File: src/rtl/matrix_ls_sequencer.sv
// Matrix load/store row sequencer: walks ROWS scratchpad row addresses (base + row*stride, mod 2^11).
// Optional mhit stall watchdog enabled by defining MLS_SEQ_TIMEOUT_EN.
module matrix_ls_sequencer #(
    parameter int ROWS    = 4,
    parameter int TIMEOUT = 64
) (
    input  logic                    CLK,
    input  logic                    RST,
    input  logic                    start,
    input  logic [1:0]              ls_in,
    input  logic [4:0]              rd_in,
    input  logic [31:0]             rs_in,
    input  logic [31:0]             stride_in,
    input  logic [10:0]             imm_in,
    input  logic                    mhit,
    output logic                    ready,
    output logic                    sp_req,
    output logic [1:0]              sp_ls,
    output logic [10:0]             sp_addr,
    output logic [$clog2(ROWS)-1:0] sp_row,
    output logic [4:0]              rd_out,
    output logic                    done,
    output logic                    error
);

    localparam int ROW_W = $clog2(ROWS);
    localparam logic [ROW_W-1:0] LAST_ROW = ROW_W'(ROWS - 1);

    typedef enum logic [1:0] {IDLE, ACCESS, DONE} state_t;

    state_t             state_reg;
    logic [ROW_W-1:0]   row_reg;
    logic [10:0]        addr_reg;
    logic [10:0]        stride_reg;
    logic [1:0]         ls_reg;
    logic [4:0]         rd_reg;
    logic               ready_reg;
    logic               sp_req_reg;
    logic               done_reg;
    logic               error_reg;
    logic               legal_op;

    // Only the low 11 bits of the address operands take part in the arithmetic.
    logic unused_hi_bits;
    assign unused_hi_bits = &{1'b0, rs_in[31:11], stride_in[31:11]};

    assign legal_op = (ls_in == 2'b01) || (ls_in == 2'b10);

`ifdef MLS_SEQ_TIMEOUT_EN
    localparam int CNT_W = $clog2(TIMEOUT + 1);
    logic [CNT_W-1:0] stall_cnt_reg;
`endif

    always_ff @(posedge CLK) begin
        if (RST) begin
            state_reg  <= IDLE;
            row_reg    <= '0;
            addr_reg   <= '0;
            stride_reg <= '0;
            ls_reg     <= '0;
            rd_reg     <= '0;
            ready_reg  <= 1'b1;
            sp_req_reg <= 1'b0;
            done_reg   <= 1'b0;
            error_reg  <= 1'b0;
`ifdef MLS_SEQ_TIMEOUT_EN
            stall_cnt_reg <= '0;
`endif
        end else begin
            done_reg  <= 1'b0;
            error_reg <= 1'b0;
            case (state_reg)
                IDLE: begin
                    if (start) begin
                        if (legal_op) begin
                            state_reg  <= ACCESS;
                            ls_reg     <= ls_in;
                            rd_reg     <= rd_in;
                            stride_reg <= stride_in[10:0];
                            addr_reg   <= rs_in[10:0] + imm_in;
                            row_reg    <= '0;
                            ready_reg  <= 1'b0;
                            sp_req_reg <= 1'b1;
`ifdef MLS_SEQ_TIMEOUT_EN
                            stall_cnt_reg <= '0;
`endif
                        end else begin
                            error_reg <= 1'b1;
                        end
                    end
                end
                ACCESS: begin
                    if (mhit) begin
`ifdef MLS_SEQ_TIMEOUT_EN
                        stall_cnt_reg <= '0;
`endif
                        if (row_reg == LAST_ROW) begin
                            state_reg  <= DONE;
                            sp_req_reg <= 1'b0;
                            done_reg   <= 1'b1;
                        end else begin
                            // Running address avoids a row*stride multiplier.
                            row_reg  <= row_reg + 1'b1;
                            addr_reg <= addr_reg + stride_reg;
                        end
                    end
`ifdef MLS_SEQ_TIMEOUT_EN
                    else if (stall_cnt_reg == CNT_W'(TIMEOUT - 1)) begin
                        state_reg  <= DONE;
                        sp_req_reg <= 1'b0;
                        done_reg   <= 1'b1;
                        error_reg  <= 1'b1;
                    end else begin
                        stall_cnt_reg <= stall_cnt_reg + 1'b1;
                    end
`endif
                end
                DONE: begin
                    state_reg <= IDLE;
                    ready_reg <= 1'b1;
                end
                default: begin
                    state_reg  <= IDLE;
                    ready_reg  <= 1'b1;
                    sp_req_reg <= 1'b0;
                end
            endcase
        end
    end

    assign ready   = ready_reg;
    assign sp_req  = sp_req_reg;
    assign sp_ls   = ls_reg;
    assign sp_addr = addr_reg;
    assign sp_row  = row_reg;
    assign rd_out  = rd_reg;
    assign done    = done_reg;
    assign error   = error_reg;

endmodule

File: config.mk
export PLATFORM = sky130hd
export DESIGN_NAME = matrix_ls_sequencer
export DESIGN_NICKNAME = d
export VERILOG_FILES = /design/src/rtl/matrix_ls_sequencer.sv
export SDC_FILE = /design/constraint.sdc
export NUM_CORES = 1
export LEC_CHECK = 0
export BUFFER_PORTS_ARGS = -buffer_cell sky130_fd_sc_hd__buf_2
export CORE_UTILIZATION = 30
export DETAILED_ROUTE_END_ITERATION = 12
export GPL_ROUTABILITY_DRIVEN = 1
export GPL_TIMING_DRIVEN = 0
export PLACE_DENSITY = 0.57
export SKIP_CTS_REPAIR_TIMING = 1
export SYNTH_ARGS = -nofsm -noshare
export SYNTH_HDL_FRONTEND = slang
export SYNTH_SLANG_ARGS = --single-unit
File: constraint.sdc
create_clock -name CLK -period 5 [get_ports CLK]
set_input_delay 0.75 -clock CLK [delete_from_list [all_inputs] [get_ports CLK]]
set_output_delay 0.75 -clock CLK [all_outputs]
set_load 0.03 [all_outputs]
==> impl_metrics.yaml, run 1 <==
route:
  detail_route.wl_per_cell_um: 12.93
  wl_um: 5884
  vias: 2173
  final_antenna_net_count: 0
  first_iter_violations: 109
  via_per_inst: 4.776
  drc: 0
  drt-pass1-iter-count: 5
grt:
  grt_start_max_net_pins: 14
  grt_usage: 0.1473
  grt_pass1_wl_um: 8942
  grt_antenna_before_repair: 0
  grt_pass1_vias: 1891
  overflow: 0
logic_synthesis:
  syn_nets: 391
  synth_largest_area_cell: "dfxtp_1"
  yosys_warnings: 0
  ys_ff_latch: 37
  synth_edf_count: 0
  synthTopCellsByArea: "dfxtp_1 33%, ha_1 12%, nand2_1 7.9%"
  synth-async-reset-ratio: 0
  syn_avg_cell_area_um2: 8.053
  synth_flop_cell: "dfxtp_1"
  synth_area_um2: 2271
  synth_cell_type_count: 45
  yosysSeqAreaShare: 0.3262
  synthCells: 282
  synth.top_cell.area_share: 0.3262
setup_path:
  crit_arrival_ns: 2.69
  worst_path_most_repeated_cell: "o31a_1"
  critical_path.top_delay_family: "compound AO/OA/AOI/OAI gates"
  path_cells: "buf_2 -> ha_1 -> inv_1 -> fa_1 -> nor2b_4 -> o31a_1 -> o31a_1 -> o22ai_1 -> xor2_1 -> a2111oi_1"
  cp-start-kind: "primary input"
  crit_type: "in -> reg"
  cpMaxStageDelayCell: "a2111oi_1"
  crit_required_ns: 5.19
  timing.critical_path.buf_inv: 2
  path_max_fanout: 3
  slowest_delay_ns: 0.39
  worst_setup_path_end_kind: "register"
clock_tree:
  cts_max_level: 2
  clkLatencyLatePin_ns: 0.30
  clkTransAtPathRegs_ns: 0.08
  cts_tree: "yes"
  cts_buffer_depth: 2
  root_buffer: "clkbuf_8"
  numCtsBuffers: 5
  clock_sinks: 37
finish:
  nNetsFinal: 464
  syn2layout_area_growth_pct: 24.96
  fillers: 806
  mostFrequentLayoutCells: "67 x buf_2, 48 x nand2_1, 37 x dfxtp_1, 35 x a21oi_1, 21 x ha_1"
  n_antenna_cell: 0
  final_common_cell: "buf_2"
  drive_gt1_frac: 0.2247
floorplan:
  core_um2: 7292
  ios: 110
  start_util: 0.3114
  die_area_um2: 7922
  die_w_um: 89.01
  fp-row-count: 31
  die_y_um: 89.01
power:
  pwr-share-comb: 0.289
  switching_share: 0.3333
  power.switching_w: 0.0002817
  p_int_w: 0.0005634
  max-vdd-ir-drop_v: 0.0001298
  clkPwrFrac: 0.314
  power_frac_seq: 0.396
  p_per_area_nw_per_um2: 297.8
  p_total_w: 0.0008451
  p_leak_nw: 1.260
timing:
  hold_viol_final: 0
  clock.fmax_ghz: 0.3995
  period_share: 0.5006
  worst_pin_slew_ns: 0.7599
  slew_viol_final: 0
  setup_violations: 0
  clock_skew_ns: 0.01063
  slew_headroom: 0.4895
  tns_ns: 0
  grt_setup_unrepaired: "false"
  finalCriticalPeriod_ns: 2.503
status:
  status: "finished, final reports clean"
job:
  cap_violations: 0
placement:
  dpl.hpwl_um: 4550
  numPortBuffers: 66
  gp_congestion: 0.8639
hold_path:
  hold_path.class: "reg -> reg"
path summary, 6_finish.rpt:
kind | slack (ns) | end | depth (start not counted) | startpoint
min | 0.46 | rd_out[0]$_SDFFE_PP0P_ | 2 | rd_out[0]$_SDFFE_PP0P_
min reg2reg | 0.46 | rd_out[0]$_SDFFE_PP0P_ | 2 | rd_out[0]$_SDFFE_PP0P_
max | 2.50 | sp_addr[8]$_SDFFE_PP0P_ | 10 | rs_in[0]
max reg2reg | 2.60 | sp_addr[8]$_SDFFE_PP0P_ | 9 | stride_reg[0]$_SDFFE_PP0P_
power groups by stage:
stage / Clock [W] / Sequential (W) / Combinational [W]
floorplan: 0 / 0.000371 / 0.000142
global placement: 0 / 0.000341 / 0.000242
detailed placement: 0 / 0.000342 / 0.000243
CTS: 0.000269 / 0.000335 / 0.000245
global route: 0.000281 / 0.000338 / 0.000272
finish: 0.000266 / 0.000335 / 0.000244
tightest hold or removal path: stages (launching register included):
cell and delay (ns):
dfxtp_1 0.32, nand2_1 0.05, a21oi_1 0.05
cell type report:
type                    count  area [um^2]  share of cell area
repair buffers             66        330.3              0.1164
plain buffers              11        46.29             0.01631
multi-input cells         225         1450              0.5110
inverters                   9        33.78             0.01190
flip-flops and latches     37        740.7              0.2610
well taps                  99        123.9             0.04365
clock buffers               5        68.82             0.02425
clock inverters             3        43.79             0.01543
layer usage:
metal	GRT usage	routed length (um)	vias up
li1	-	-	1146
met1	0.1985	2893	958
met2	0.2441	2657	65
met3	0.02585	281	4
met4	0.03896	52	0
met5	0	0	-
cell families after synthesis:
logic type,Yosys count,synth area share
AO/OA/AOI/OAI,88,0.2413
XOR/XNOR,15,0.05785
adder cells (fa/ha/maj),23,0.1333
buffers and inverters,20,0.03526
flip-flops,37,0.3262
multiplexers,4,0.01763
AND/OR/NAND/NOR,95,0.1884
Yosys cell counts, drive strengths merged, types with 3 or more instances:
| library cell | instances |
|---|---|
| nand2 | 49 |
| dfxtp | 37 |
| a21oi | 35 |
| ha | 21 |
| nor2 | 20 |
| o21ai | 14 |
| xnor2 | 11 |
| clkbuf | 9 |
| inv | 9 |
| a211oi | 8 |
| nor3 | 6 |
| nor2b | 5 |
| o21a | 5 |
| o22ai | 5 |
| a21o | 4 |
| mux2i | 4 |
| o211ai | 4 |
| xor2 | 4 |
| a31oi | 3 |
| nand3 | 3 |
per-stage QoR:
stage | setup WS, ns | hold WS, ns | cell area (um^2) | std cells | utilization
global route | 2.302 | 0.4828 | 2838 | 455 | 0.3892
floorplan | 2.485 | 0.4400 | 2271 | 282 | -
CTS | 2.497 | 0.4615 | 2838 | 455 | 0.3892
finish | 2.497 | 0.4612 | 2838 | 455 | 0.3892
global placement | 2.227 | 0.4410 | 2725 | 447 | 0.3737
detailed placement | 2.211 | 0.4504 | 2725 | 447 | 0.3737
Power figures use the tool's default switching activity.
==> inputs of run 2 (changes only) <==
- clock period: 5 -> 2.4 ns (I/O delays scaled with it)
==> run 2 against run 1 <==
Effect of this change:
- total power grew 110%
- sequential power up 110%
- flip-flop and latch count unchanged
- utilization rose by 0.24 points
- via count barely moved
- hold slack worse by 0.17 ns
- worst setup slack got worse by 2.3 ns
- largest cell class unchanged
- wire length fell by 0.82%
- global-route usage did not move
==> impl_metrics.yaml, run 2 (synthesis results as in run 1) <==
status:
  status: "finished, final reports clean"
timing:
  worst_pin_slew_ns: 0.7690
  hold_viol_final: 0
  slew_headroom: 0.4834
  tns_ns: 0
  clock.fmax_ghz: 0.4482
  clock_skew_ns: 0.01044
  worst_slack_ns: 0.1688
  finalCriticalPeriod_ns: 2.231
  setup_violations: 0
  period_share: 0.9297
  grt_setup_unrepaired: "false"
  slew_viol_final: 0
clock_tree:
  cts_buffer_depth: 2
  cts_tree: "yes"
  root_buffer: "clkbuf_8"
  clkTransAtPathRegs_ns: 0.08
  clock_sinks: 37
  clkLatencyLatePin_ns: 0.29
  cts_max_level: 2
  numCtsBuffers: 5
finish:
  mostFrequentLayoutCells: "67 x buf_2, 48 x nand2_1, 36 x dfxtp_1, 35 x a21oi_1"
  fillers: 812
  final_common_cell: "buf_2"
  drive_gt1_frac: 0.2388
  n_antenna_cell: 0
  nNetsFinal: 464
  syn2layout_area_growth_pct: 25.73
route:
  detail_route.wl_per_cell_um: 12.83
  via_per_inst: 4.774
  first_iter_violations: 98
  drc: 0
  drt-pass1-iter-count: 5
  vias: 2172
  final_antenna_net_count: 0
  wl_um: 5836
floorplan:
  core_um2: 7292
  die_area_um2: 7922
  ios: 110
  die_w_um: 89.01
  die_y_um: 89.01
  fp-row-count: 31
  start_util: 0.3114
grt:
  grt_antenna_before_repair: 0
  overflow: 0
  grt_pass1_wl_um: 8942
  grt_pass1_vias: 1891
  grt_usage: 0.1473
  grt_start_max_net_pins: 14
job:
  cap_violations: 0
setup_path:
  worst_setup_path_end_kind: "register"
  path_cells: "ha_2 -> inv_1 -> fa_1 -> nor2b_2 -> o2111ai_2 -> a32oi_1 -> xor2_1 -> nor2_1 -> a2111oi_2"
  cp-start-kind: "register"
  cpMaxStageDelayCell: "fa_1"
  crit_required_ns: 2.60
  crit_type: "reg -> reg"
  crit_arrival_ns: 2.43
  path_max_fanout: 3
  slowest_delay_ns: 0.40
power:
  max-vdd-ir-drop_v: 0.0002763
  p_leak_nw: 1.259
  p_per_area_nw_per_um2: 616.7
placement:
  gp_congestion: 0.8639
  dpl.hpwl_um: 4550
  post-place-ws_ns: 0.001387
  numPortBuffers: 66
hold_path:
  hold_path.class: "in -> reg"
## run 2: critical path, delay by kind of cell, from the launching register on
family                     cells  cell delay (ns)
AOI/OAI and AO/OA              3             0.69
xor gates and xnor gates       1             0.16
adders and majority gates      2             0.61
buffers and inverters          1             0.06
DFF                            1             0.36
and+or+nand+nor                2             0.26
## run 2: cell type report
cell class              count  area, um^2  share of cell area
repair buffers             66       330.3              0.1157
flip-flops and latches     37       742.0              0.2599
multi-input cells         225        1466              0.5136
clock inverters             3       43.79             0.01534
well taps                  99       123.9             0.04338
clock buffers               5       68.82             0.02410
plain buffers              11       46.29             0.01621
inverters                   9       33.78             0.01183
## run 2: stage by stage
| stage | cell area, um^2 | total power, W | std cells | util | hold slack [ns] |
|---|---|---|---|---|---|
| after global routing | 2855 | 0.001861 | 455 | 0.3916 | 0.2897 |
| after floorplan | 2271 | 0.001069 | 282 | - | 0.4400 |
| after detailed placement | 2725 | 0.001219 | 447 | 0.3737 | 0.4504 |
| final | 2855 | 0.001761 | 455 | 0.3916 | 0.2957 |
| after global placement | 2725 | 0.001215 | 447 | 0.3737 | 0.4410 |
| after CTS | 2838 | 0.001770 | 455 | 0.3892 | 0.2902 |
## run 2: path summary, 6_finish.rpt
kind	start	to	slack, ns	cells after the start
worst max-delay path	sp_addr[0]$_SDFFE_PP0P_	sp_addr[8]$_SDFFE_PP0P_	0.17	9
worst min-delay path	rd_in[0]	rd_out[0]$_SDFFE_PP0P_	0.30	3
worst min register to register	rd_out[0]$_SDFFE_PP0P_	rd_out[0]$_SDFFE_PP0P_	0.46	2
worst max register to register	sp_addr[0]$_SDFFE_PP0P_	sp_addr[8]$_SDFFE_PP0P_	0.17	9
## run 2: routing by layer
metal  track usage  vias to the layer above  share of wire
met5             0                        -              0
li1              -                     1149              -
met2        0.2441                       65           0.46
met3       0.02585                        4          0.058
met1        0.1985                      954           0.48
met4       0.03896                        0         0.0089
## run 2: power breakdown
group / total (W) / switching [W] / internal, W
Sequential: 0.000698 / 0.0000364 / 0.000662
Clock: 0.000550 / 0.000239 / 0.000311
Combinational: 0.000513 / 0.000310 / 0.000203
Total: 0.00176 / 0.000585 / 0.00118
